**src/rtl/wb_sequencer.sv**
```systemverilog
// Writeback sequencer: accepts a writeback request, waits for the source's data dependency
// (bounded by an 8-bit counter), then drives one registered write cycle into the register bank.
module wb_sequencer (
    input  logic       clk,
    input  logic       reset,
    input  logic       wb_req,
    input  logic [3:0] wb_src,
    input  logic [4:0] wb_rd,
    input  logic       hilo_ready,
    input  logic       mem_ready,
    output logic [3:0] MENtoReg,
    output logic       RegWrite,
    output logic [4:0] reg_dest,
    output logic       wb_ack,
    output logic       busy,
    output logic       err,
    output logic       timeout
);

    localparam int unsigned SRC_W = 4;
    localparam int unsigned RD_W  = 5;
    localparam int unsigned CNT_W = 8;

    localparam logic [SRC_W-1:0] SRC_MAX  = SRC_W'(8);
    localparam logic [SRC_W-1:0] SEL_IDLE = 4'b0101;
    localparam logic [SRC_W-1:0] SEL_TMO  = 4'b1000;
    localparam logic [CNT_W-1:0] CNT_MAX  = CNT_W'(255);

    typedef enum logic [2:0] {
        IDLE  = 3'd0,
        WAIT  = 3'd1,
        WRITE = 3'd2,
        TMO   = 3'd3,
        BAD   = 3'd4
    } state_t;

    state_t           state_q, state_d;
    logic [SRC_W-1:0] src_q, src_d;
    logic [RD_W-1:0]  rd_q, rd_d;
    logic [CNT_W-1:0] cnt_q, cnt_d;

    logic [SRC_W-1:0] sel_d;
    logic             we_d;
    logic [RD_W-1:0]  dest_d;
    logic             ack_d;
    logic             busy_d;
    logic             err_d;
    logic             tmo_d;

    // Dependency check: HI/LO codes need hilo_ready, the load/store code needs mem_ready.
    function automatic logic dep_ok(input logic [SRC_W-1:0] src,
                                    input logic hilo, input logic mem);
        logic ok;
        case (src)
            SRC_W'(0), SRC_W'(1): ok = hilo;
            SRC_W'(3):            ok = mem;
            default:              ok = 1'b1;
        endcase
        return ok;
    endfunction

    // Next state, capture registers and next-cycle output values.
    always_comb begin
        state_d = state_q;
        src_d   = src_q;
        rd_d    = rd_q;
        cnt_d   = cnt_q;

        case (state_q)
            IDLE: begin
                if (wb_req) begin
                    src_d = wb_src;
                    rd_d  = wb_rd;
                    cnt_d = '0;
                    if (wb_src > SRC_MAX) begin
                        state_d = BAD;
                    end else if (!dep_ok(wb_src, hilo_ready, mem_ready)) begin
                        state_d = WAIT;
                    end else begin
                        state_d = WRITE;
                    end
                end
            end
            WAIT: begin
                // Ready on the final count still wins over the timeout.
                if (dep_ok(src_q, hilo_ready, mem_ready)) begin
                    state_d = WRITE;
                end else if (cnt_q == CNT_MAX) begin
                    state_d = TMO;
                end else begin
                    cnt_d = cnt_q + CNT_W'(1);
                end
            end
            WRITE, TMO, BAD: state_d = IDLE;
            default:         state_d = IDLE;
        endcase

        sel_d  = SEL_IDLE;
        we_d   = 1'b0;
        dest_d = '0;
        ack_d  = 1'b0;
        err_d  = 1'b0;
        tmo_d  = 1'b0;
        busy_d = (state_d != IDLE);

        // Outputs are registered, so they are decoded from the state being entered.
        case (state_d)
            WRITE: begin
                sel_d  = src_d;
                dest_d = rd_d;
                we_d   = (rd_d != '0);
                ack_d  = 1'b1;
            end
            TMO: begin
                sel_d  = SEL_TMO;
                dest_d = rd_d;
                we_d   = (rd_d != '0);
                ack_d  = 1'b1;
                tmo_d  = 1'b1;
            end
            BAD: begin
                err_d = 1'b1;
                ack_d = 1'b1;
            end
            default: ;
        endcase
    end

    // State, capture and output registers.
    always_ff @(posedge clk or negedge reset) begin
        if (!reset) begin
            state_q  <= IDLE;
            src_q    <= '0;
            rd_q     <= '0;
            cnt_q    <= '0;
            MENtoReg <= SEL_IDLE;
            RegWrite <= 1'b0;
            reg_dest <= '0;
            wb_ack   <= 1'b0;
            busy     <= 1'b0;
            err      <= 1'b0;
            timeout  <= 1'b0;
        end else begin
            state_q  <= state_d;
            src_q    <= src_d;
            rd_q     <= rd_d;
            cnt_q    <= cnt_d;
            MENtoReg <= sel_d;
            RegWrite <= we_d;
            reg_dest <= dest_d;
            wb_ack   <= ack_d;
            busy     <= busy_d;
            err      <= err_d;
            timeout  <= tmo_d;
        end
    end

endmodule

```
**config.mk**
```make
export PLATFORM = sky130hd
export DESIGN_NAME = wb_sequencer
export DESIGN_NICKNAME = d
export VERILOG_FILES = /design/src/rtl/wb_sequencer.sv
export SDC_FILE = /design/constraint.sdc
export NUM_CORES = 1
export LEC_CHECK = 0
export ABC_CLOCK_PERIOD_IN_PS = 3800
export CORE_MARGIN = 5
export CORE_UTILIZATION = 55
export DETAILED_ROUTE_END_ITERATION = 12
export PLACE_DENSITY = 0.88
export SKIP_LAST_GASP = 1
export SYNTH_ARGS = -nofsm -noshare
export SYNTH_HDL_FRONTEND = slang
export SYNTH_SLANG_ARGS = --single-unit
```
**constraint.sdc**
```tcl
create_clock -name clk -period 3.8 [get_ports clk]
set_input_delay 0.76 -clock clk [delete_from_list [all_inputs] [get_ports clk]]
set_output_delay 0.76 -clock clk [all_outputs]
set_load 0.05 [all_outputs]
```
# == After elaboration in Yosys (flattened, before gate mapping) ==
# Cells that the tools add are included.
# totals
ff_bits,34
in_bits,14
output_inout_bits,14
wordCells,62
# classes
n_addsub,1
magnitude_cmp,1
n_eq_ne,12
n_mux,26
reduce_logical,11
# ops
operator,count
$mux W8,3
$pmux W8 S2,1
$mux W5,3
$mux W3,4
$add A8 B1 Y8 const B,1
$eq A4 B1 Y1 const B,2
$eq A4 B2 Y1 const B,2
$eq A8 B8 Y1 const B,1
$logic_not A4 Y1,2
$mux W1,8
$mux W4,2
$pmux W4 S2,1
$eq A3 B2 Y1 const B,2
$ne A2 B2 Y1 const B,3
$pmux W3 S2,1
$reduce_or A2 Y1,3
$reduce_bool A5 Y1,1
$gt A4 B4 Y1 const B,1
$pmux W1 S2,2
$reduce_and A4 Y1,1
$eq A3 B1 Y1 const B,1
$eq A3 B3 Y1 const B,1
$logic_not A3 Y1,1
$reduce_bool A3 Y1,1
3 further kinds,3

# == Logic depth before layout (Yosys ltp) ==
# Gate-level depths: netlist (run 1).
# logic_depth
word_depth,13
ltp_mapped,6

# == Least setup slack after synthesis (run 1) ==
# Ideal clock, no wire load.
# synth_timing
kind,input to register
startpoint,in mem_ready
endpoint,reg cnt_q[0]
arrival_time_ns,1.719
required_time_ns,3.676
setup_slack_ns,1.957
cell_stages,5
n_path_buf,1
cell_sequence,and3b_1 -> o21ai_1 -> buf_2 -> or3_1 -> mux2i_1
# synth_between
elab_chain_len,4
# synth_lines
element,line_no,rtl
"start, declared",10,"input logic mem_ready,"
$pmux W1 S2,54,case (src)
$mux W1,69,case (state_q)
$ne A2 B2 Y1 (no line),-,
$reduce_and A4 Y1 (no line),-,
"end signal, assigned",147,cnt_q <= cnt_d;
"end, declared",40,"logic [CNT_W-1:0] cnt_q, cnt_d;"
# Every way passes these cells. The select of a mux whose other input is x is not followed.
# A chain may end at the register's enable or synchronous reset.

# == Worst setup path after layout (run 1) ==
# layout_timing
startpoint,reg MENtoReg[0]
endpoint,out MENtoReg[0]
# layout_rtl
element,line_no,rtl
"start, declared",11,"output logic [3:0] MENtoReg,"
"start signal, assigned",148,MENtoReg <= sel_d;
# No word-level cell between the ends.

==> flow_summary.json, run 1 <==
{
  "n_antenna_cell": 0,
  "finalInstanceArea_sq_mm": 0.00190,
  "ys.flop_type": "dfrtp_1",
  "cellLeakagePower_nw": 0.868,
  "clockPowerShare": 0.300,
  "cts_made_buffers": 5,
  "hold_viol_final": 0,
  "fin_skew_ns": 0.00628,
  "postRouteWirelength_mm": 3.22,
  "fin_crit_sh": 0.635,
  "dp_cells": 195,
  "switching_power_mw": 0.259,
  "core_area_sq_mm": 0.00271,
  "ys_ff_latch": 34,
  "crit_start": "MENtoReg[0]",
  "nNetsFinal": 186,
  "dieArea_sq_mm": 0.00393,
  "post-cts-setup-buffer-count": 0,
  "status": "completed",
  "avgSynthCellArea_sq_um": 11.0,
  "hpwl_mm": 2.33,
  "critical_path_class": "register to primary output",
  "gp_congestion": 0.877,
  "dieHeight_um": 62.7,
  "syn-instance-count": 139,
  "path_cells": "clkdlybuf4s50_1",
  "worstSetupEndpointType": "primary output",
  "fin_tns_setup_ns": 0,
  "setup_viol": 0,
  "path_max_fanout": 1,
  "rsz0062_at_grt": "false",
  "num_rows": 19,
  "grt_overflow": 0,
  "p_seq_frac": 0.481,
  "final-max-slew-violation-count": 0,
  "layout_commonest_cell": "dfrtp_1",
  "viasPerCell": 5.81,
  "antenna_found_initial": 0,
  "worst_slew_pin_slew_ns": 0.607,
  "clockBufferDepth": 2,
  "yosysSeqAreaShare": 0.558,
  "critPathLaunchType": "register",
  "grt_pass1_wl_mm": 5.70,
  "crit_buf_inv": 1,
  "syn_area_sq_mm": 0.00153,
  "power_mw": 0.866,
  "die_x_um": 62.7,
  "cts_root_buf": "clkbuf_4",
  "timing.fmax_ghz": 0.414,
  "pin_count": 28,
  "syn2layout_area_growth_pct": 24.6,
  "vias": 1180,
  "max_slew_margin": 0.592,
  "cpMaxStageDelayCell": "clkdlybuf4s50_1",
  "critPathMaxStageDelay_ns": 0.79,
  "min_from": "src_q[0]",
  "rr_startpoint": "state_q[1]",
  "cts_resized": 0,
  "drc_errors": 0,
  "hold_path.class": "register to register",
  "switching_share": 0.299,
  "powerDensity_mw_per_mm2": 455,
  "insertion_delay_ns": 0.34,
  "synth-edff-count": 0,
  "cp_data_arrival_time_ns": 1.65,
  "ys_types": 37,
  "final_layout_size_suffix_gt1_frac": 0.128,
  "internal_power_mw": 0.606,
  "ys_warn_count": 0,
  "syn_nets": 154,
  "fill_cells": 198,
  "cts_tree": "done",
  "drtIter0Drc": 70,
  "track_usage": 0.184,
  "layout.cells.non_filler": 203,
  "final_antenna_net_count": 0,
  "grt_pass1_vias": 1191,
  "initial_utilization": 0.564,
  "ir_worst_vdd_uv": 425,
  "pwr-share-comb": 0.219,
  "placed_area_sq_mm": 0.00183,
  "grt_start_max_net_pins": 35,
  "mostFrequentLayoutCells": "dfrtp_1 (32), clkdlybuf4s50_1 (27), nand2_1 (23)",
  "dr.pass1.iters": 4,
  "period_minus_slack_ns": 2.41,
  "cp_top_family": "buffers and inverters",
  "clk_transition_reported_paths_ns": 0.10,
  "htreeDepth": 2,
  "cts-hold-fix-buffers": 0,
  "avgRoutedWirePerCell_um": 15.8,
  "async_flop_share": 1.00,
  "crit_required_ns": 3.04,
  "clock_sinks": 34,
  "max_cap_viol_count": 0,
  "portBuffers": 27
}
-- layer usage --
layer  vias up  global-route usage  routed length (um)
li1        558                   -                   -
met1       583               0.212                1210
met2        31               0.310                1760
met3         8              0.0647                 176
met4         0              0.0743                  70
met5         -                   0                   0
-- cell usage after synthesis, drive strengths merged (2+ instances only) --
cell    number  share of area
nand2       26          0.072
a21oi       10          0.033
buf          6          0.028
nor3         3         0.0098
and3         2         0.0082
o31ai        5          0.025
dfrtp       32           0.52
or4          3          0.015
dfstp        2          0.034
o211ai       2         0.0098
nand4        3          0.012
nand3        3          0.013
o21ai        4          0.013
inv          4         0.0098
mux2i        6          0.039
or3          3          0.012
nor2         8          0.020
and3b        2          0.011
a21boi       2         0.0098
-- stage by stage --
step	setup WS [ns]	hold WS, ns	util
3_3_place_gp	1.22	0.478	0.674
6_report	1.39	0.507	0.703
2_1_floorplan	1.96	0.459	-
5_1_grt	1.33	0.550	0.703
4_1_cts	1.37	0.509	0.703
3_5_place_dp	1.17	0.483	0.674
-- kinds of logic after synthesis --
kind of cell,synth area share
and+or+nand+nor,0.218
DFF,0.558
AOI/OAI and AO/OA,0.135
buffers and inverters,0.0409
muxes,0.0393
adders and majority gates,0.00818
-- registers in the layout, indices dropped and copies added, names as in the netlist, 3 cells and up --
signal,cells
src_q,4
rd_q,5
MENtoReg,4
cnt_q,8
reg_dest,5
state_q,3
-- worst paths after layout --
kind | depth (start not counted) | to | slack [ns]
setup / recovery | 1 | MENtoReg[0] | 1.39
max in group asynchronous | 2 | MENtoReg[2] | 2.67
setup reg to reg | 4 | RegWrite | 1.87
hold reg to reg | 2 | src_q[0] | 0.51
hold / removal | 2 | src_q[0] | 0.51
min in group asynchronous | 2 | state_q[0] | 0.81
-- area by class of cell --
class / count / area, sq um / share of cell area
clock buffer: 6 / 41.3 / 0.0217
clock inverter: 2 / 37.5 / 0.0197
inverter: 5 / 20.0 / 0.0105
multi-input combinational: 94 / 613 / 0.322
sequential: 34 / 853 / 0.448
tap: 31 / 38.8 / 0.0204
timing repair buffer: 31 / 300 / 0.158
-- power groups by stage --
stage	combinational, mW	sequential (mW)	clock [mW]
2_1_floorplan	0.0772	0.469	0
3_3_place_gp	0.186	0.422	0
3_5_place_dp	0.191	0.423	0
4_1_cts	0.191	0.416	0.266
5_1_grt	0.206	0.421	0.286
6_report	0.190	0.416	0.260
Note: power is estimated with default switching activity, not from simulation.
==> run 2: changes to the inputs <==
- ABC_CLOCK_PERIOD_IN_PS: 3800 -> 2000
- CORE_UTILIZATION: 55 -> 46
- PLACE_DENSITY: 0.88 -> 0.79
- clock period: 3.8 -> 2 ns (I/O delays scaled with it)
==> flow_summary.json, run 2 (same netlist as run 1, synthesis figures left out) <==
{
  "status": "completed",
  "rsz0062_at_grt": "false",
  "crit_buf_inv": 1,
  "drtIter0Drc": 88,
  "cpMaxStageDelayCell": "clkdlybuf4s50_1",
  "holdWs_ns": 0.437,
  "setup_viol": 0,
  "critPathMaxStageDelay_ns": 0.80,
  "cts-hold-fix-buffers": 0,
  "rr_worst_depth": 6,
  "die_x_um": 67.7,
  "crit_path_end": "RegWrite",
  "ir_worst_vdd_uv": 458,
  "htreeDepth": 2,
  "largestRegisters": "cnt_q (8), rd_q (5), reg_dest (5)",
  "grt_start_max_net_pins": 35,
  "clock_sinks": 34,
  "grt_overflow": 0,
  "fin_crit_sh": 0.950,
  "largest_reg_flops": 8,
  "grt_pass1_vias": 1324,
  "final-max-slew-violation-count": 0,
  "dp_cells": 224,
  "vias": 1252,
  "mostFrequentLayoutCells": "dfrtp_1 (32), clkdlybuf4s50_1 (25), nand2_1 (23)",
  "path_max_fanout": 1,
  "critPathLaunchType": "register",
  "max_slew_margin": 0.574,
  "final_layout_size_suffix_gt1_frac": 0.210,
  "timing.fmax_ghz": 0.526,
  "hold_viol_final": 0,
  "critical_path_class": "register to primary output",
  "crit_start": "RegWrite",
  "reg2reg_to": "wb_ack",
  "layout.cells.non_filler": 232,
  "cellLeakagePower_nw": 0.933,
  "drc_errors": 0,
  "top_register": "cnt_q",
  "cp.depth": 1,
  "n_antenna_cell": 0,
  "reg2reg_slack_ns": 0.18,
  "cts_made_buffers": 5,
  "nNetsFinal": 200,
  "worst_slew_pin_slew_ns": 0.632,
  "insertion_delay_ns": 0.35,
  "gp_congestion": 0.884,
  "max_cap_viol_count": 0,
  "cts_tree": "done",
  "dieArea_sq_mm": 0.00458,
  "syn2layout_area_growth_pct": 32.2,
  "rr_startpoint": "cnt_q[0]",
  "postRouteWirelength_mm": 3.49,
  "hold_path.class": "primary input to async pin",
  "cp_top_family": "buffers and inverters",
  "track_usage": 0.176,
  "post-cts-setup-buffer-count": 0,
  "path_cells": "clkdlybuf4s50_1",
  "clk_transition_reported_paths_ns": 0.11,
  "powerDensity_mw_per_mm2": 795,
  "initial_utilization": 0.466,
  "worstSetupEndpointType": "primary output",
  "dr.pass1.iters": 4,
  "cts_resized": 0,
  "fin_skew_ns": 0.0131,
  "portBuffers": 27,
  "clockBufferDepth": 2,
  "pin_count": 28,
  "core_area_sq_mm": 0.00328,
  "layout_commonest_cell": "dfrtp_1",
  "final_antenna_net_count": 0,
  "antenna_found_initial": 0,
  "fill_cells": 284,
  "crit_required_ns": 1.60,
  "cts_root_buf": "clkbuf_4",
  "cp_data_arrival_time_ns": 1.50,
  "hpwl_mm": 2.59,
  "period_minus_slack_ns": 1.90,
  "dieHeight_um": 67.7,
  "viasPerCell": 5.40,
  "avgRoutedWirePerCell_um": 15.0,
  "num_rows": 21,
  "grt_pass1_wl_mm": 5.84
}
## run 2: cell type report
cell class / count / area, sq um / area share
clock inverters: 2 / 12.5 / 0.00619
well taps: 46 / 57.6 / 0.0285
inverters: 5 / 20.0 / 0.00991
flip-flops and latches: 34 / 853 / 0.422
clock buffers: 6 / 51.3 / 0.0254
multi-input cells: 94 / 613 / 0.303
repair buffers: 45 / 413 / 0.204
## run 2: worst min path at each step
stage | cells after the start | start | end | slack [ns]
global route | 2 | reset | busy | 0.47
finish | 2 | reset | cnt_q[7] | 0.44
detailed placement | 1 | cnt_q[0] | cnt_q[0] | 0.50
global placement | 2 | rd_q[2] | rd_q[2] | 0.48
CTS | 2 | reset | cnt_q[7] | 0.44
floorplan | 0 | reset | MENtoReg[1] | 0.10
## run 2: power by group
group          internal [mW]  switching, mW  leakage (nW)
Clock                  0.169          0.236        0.0343
Sequential             0.756         0.0369         0.443
Combinational          0.169          0.240         0.455
Total                   1.09          0.513         0.933
## run 2: stage by stage
step	setup slack, ns	utilization	instance area (sq um)	TNS, ns	total power, mW
floorplan	0.397	-	1530	0	1.04
global placement	-0.0167	0.596	1960	-0.0190	1.20
detailed placement	-0.0682	0.596	1960	-0.420	1.22
CTS	0.0849	0.615	2020	0	1.62
global route	0.0390	0.615	2020	0	1.69
finish	0.0998	0.615	2020	0	1.61
## run 2: routing by layer
metal  wire, um  global-route usage  up-vias
met5          0                   0        -
met4        140               0.119        0
met3        146              0.0449       13
met2       1840               0.300       42
met1       1360               0.189      613
li1           -                   -      584
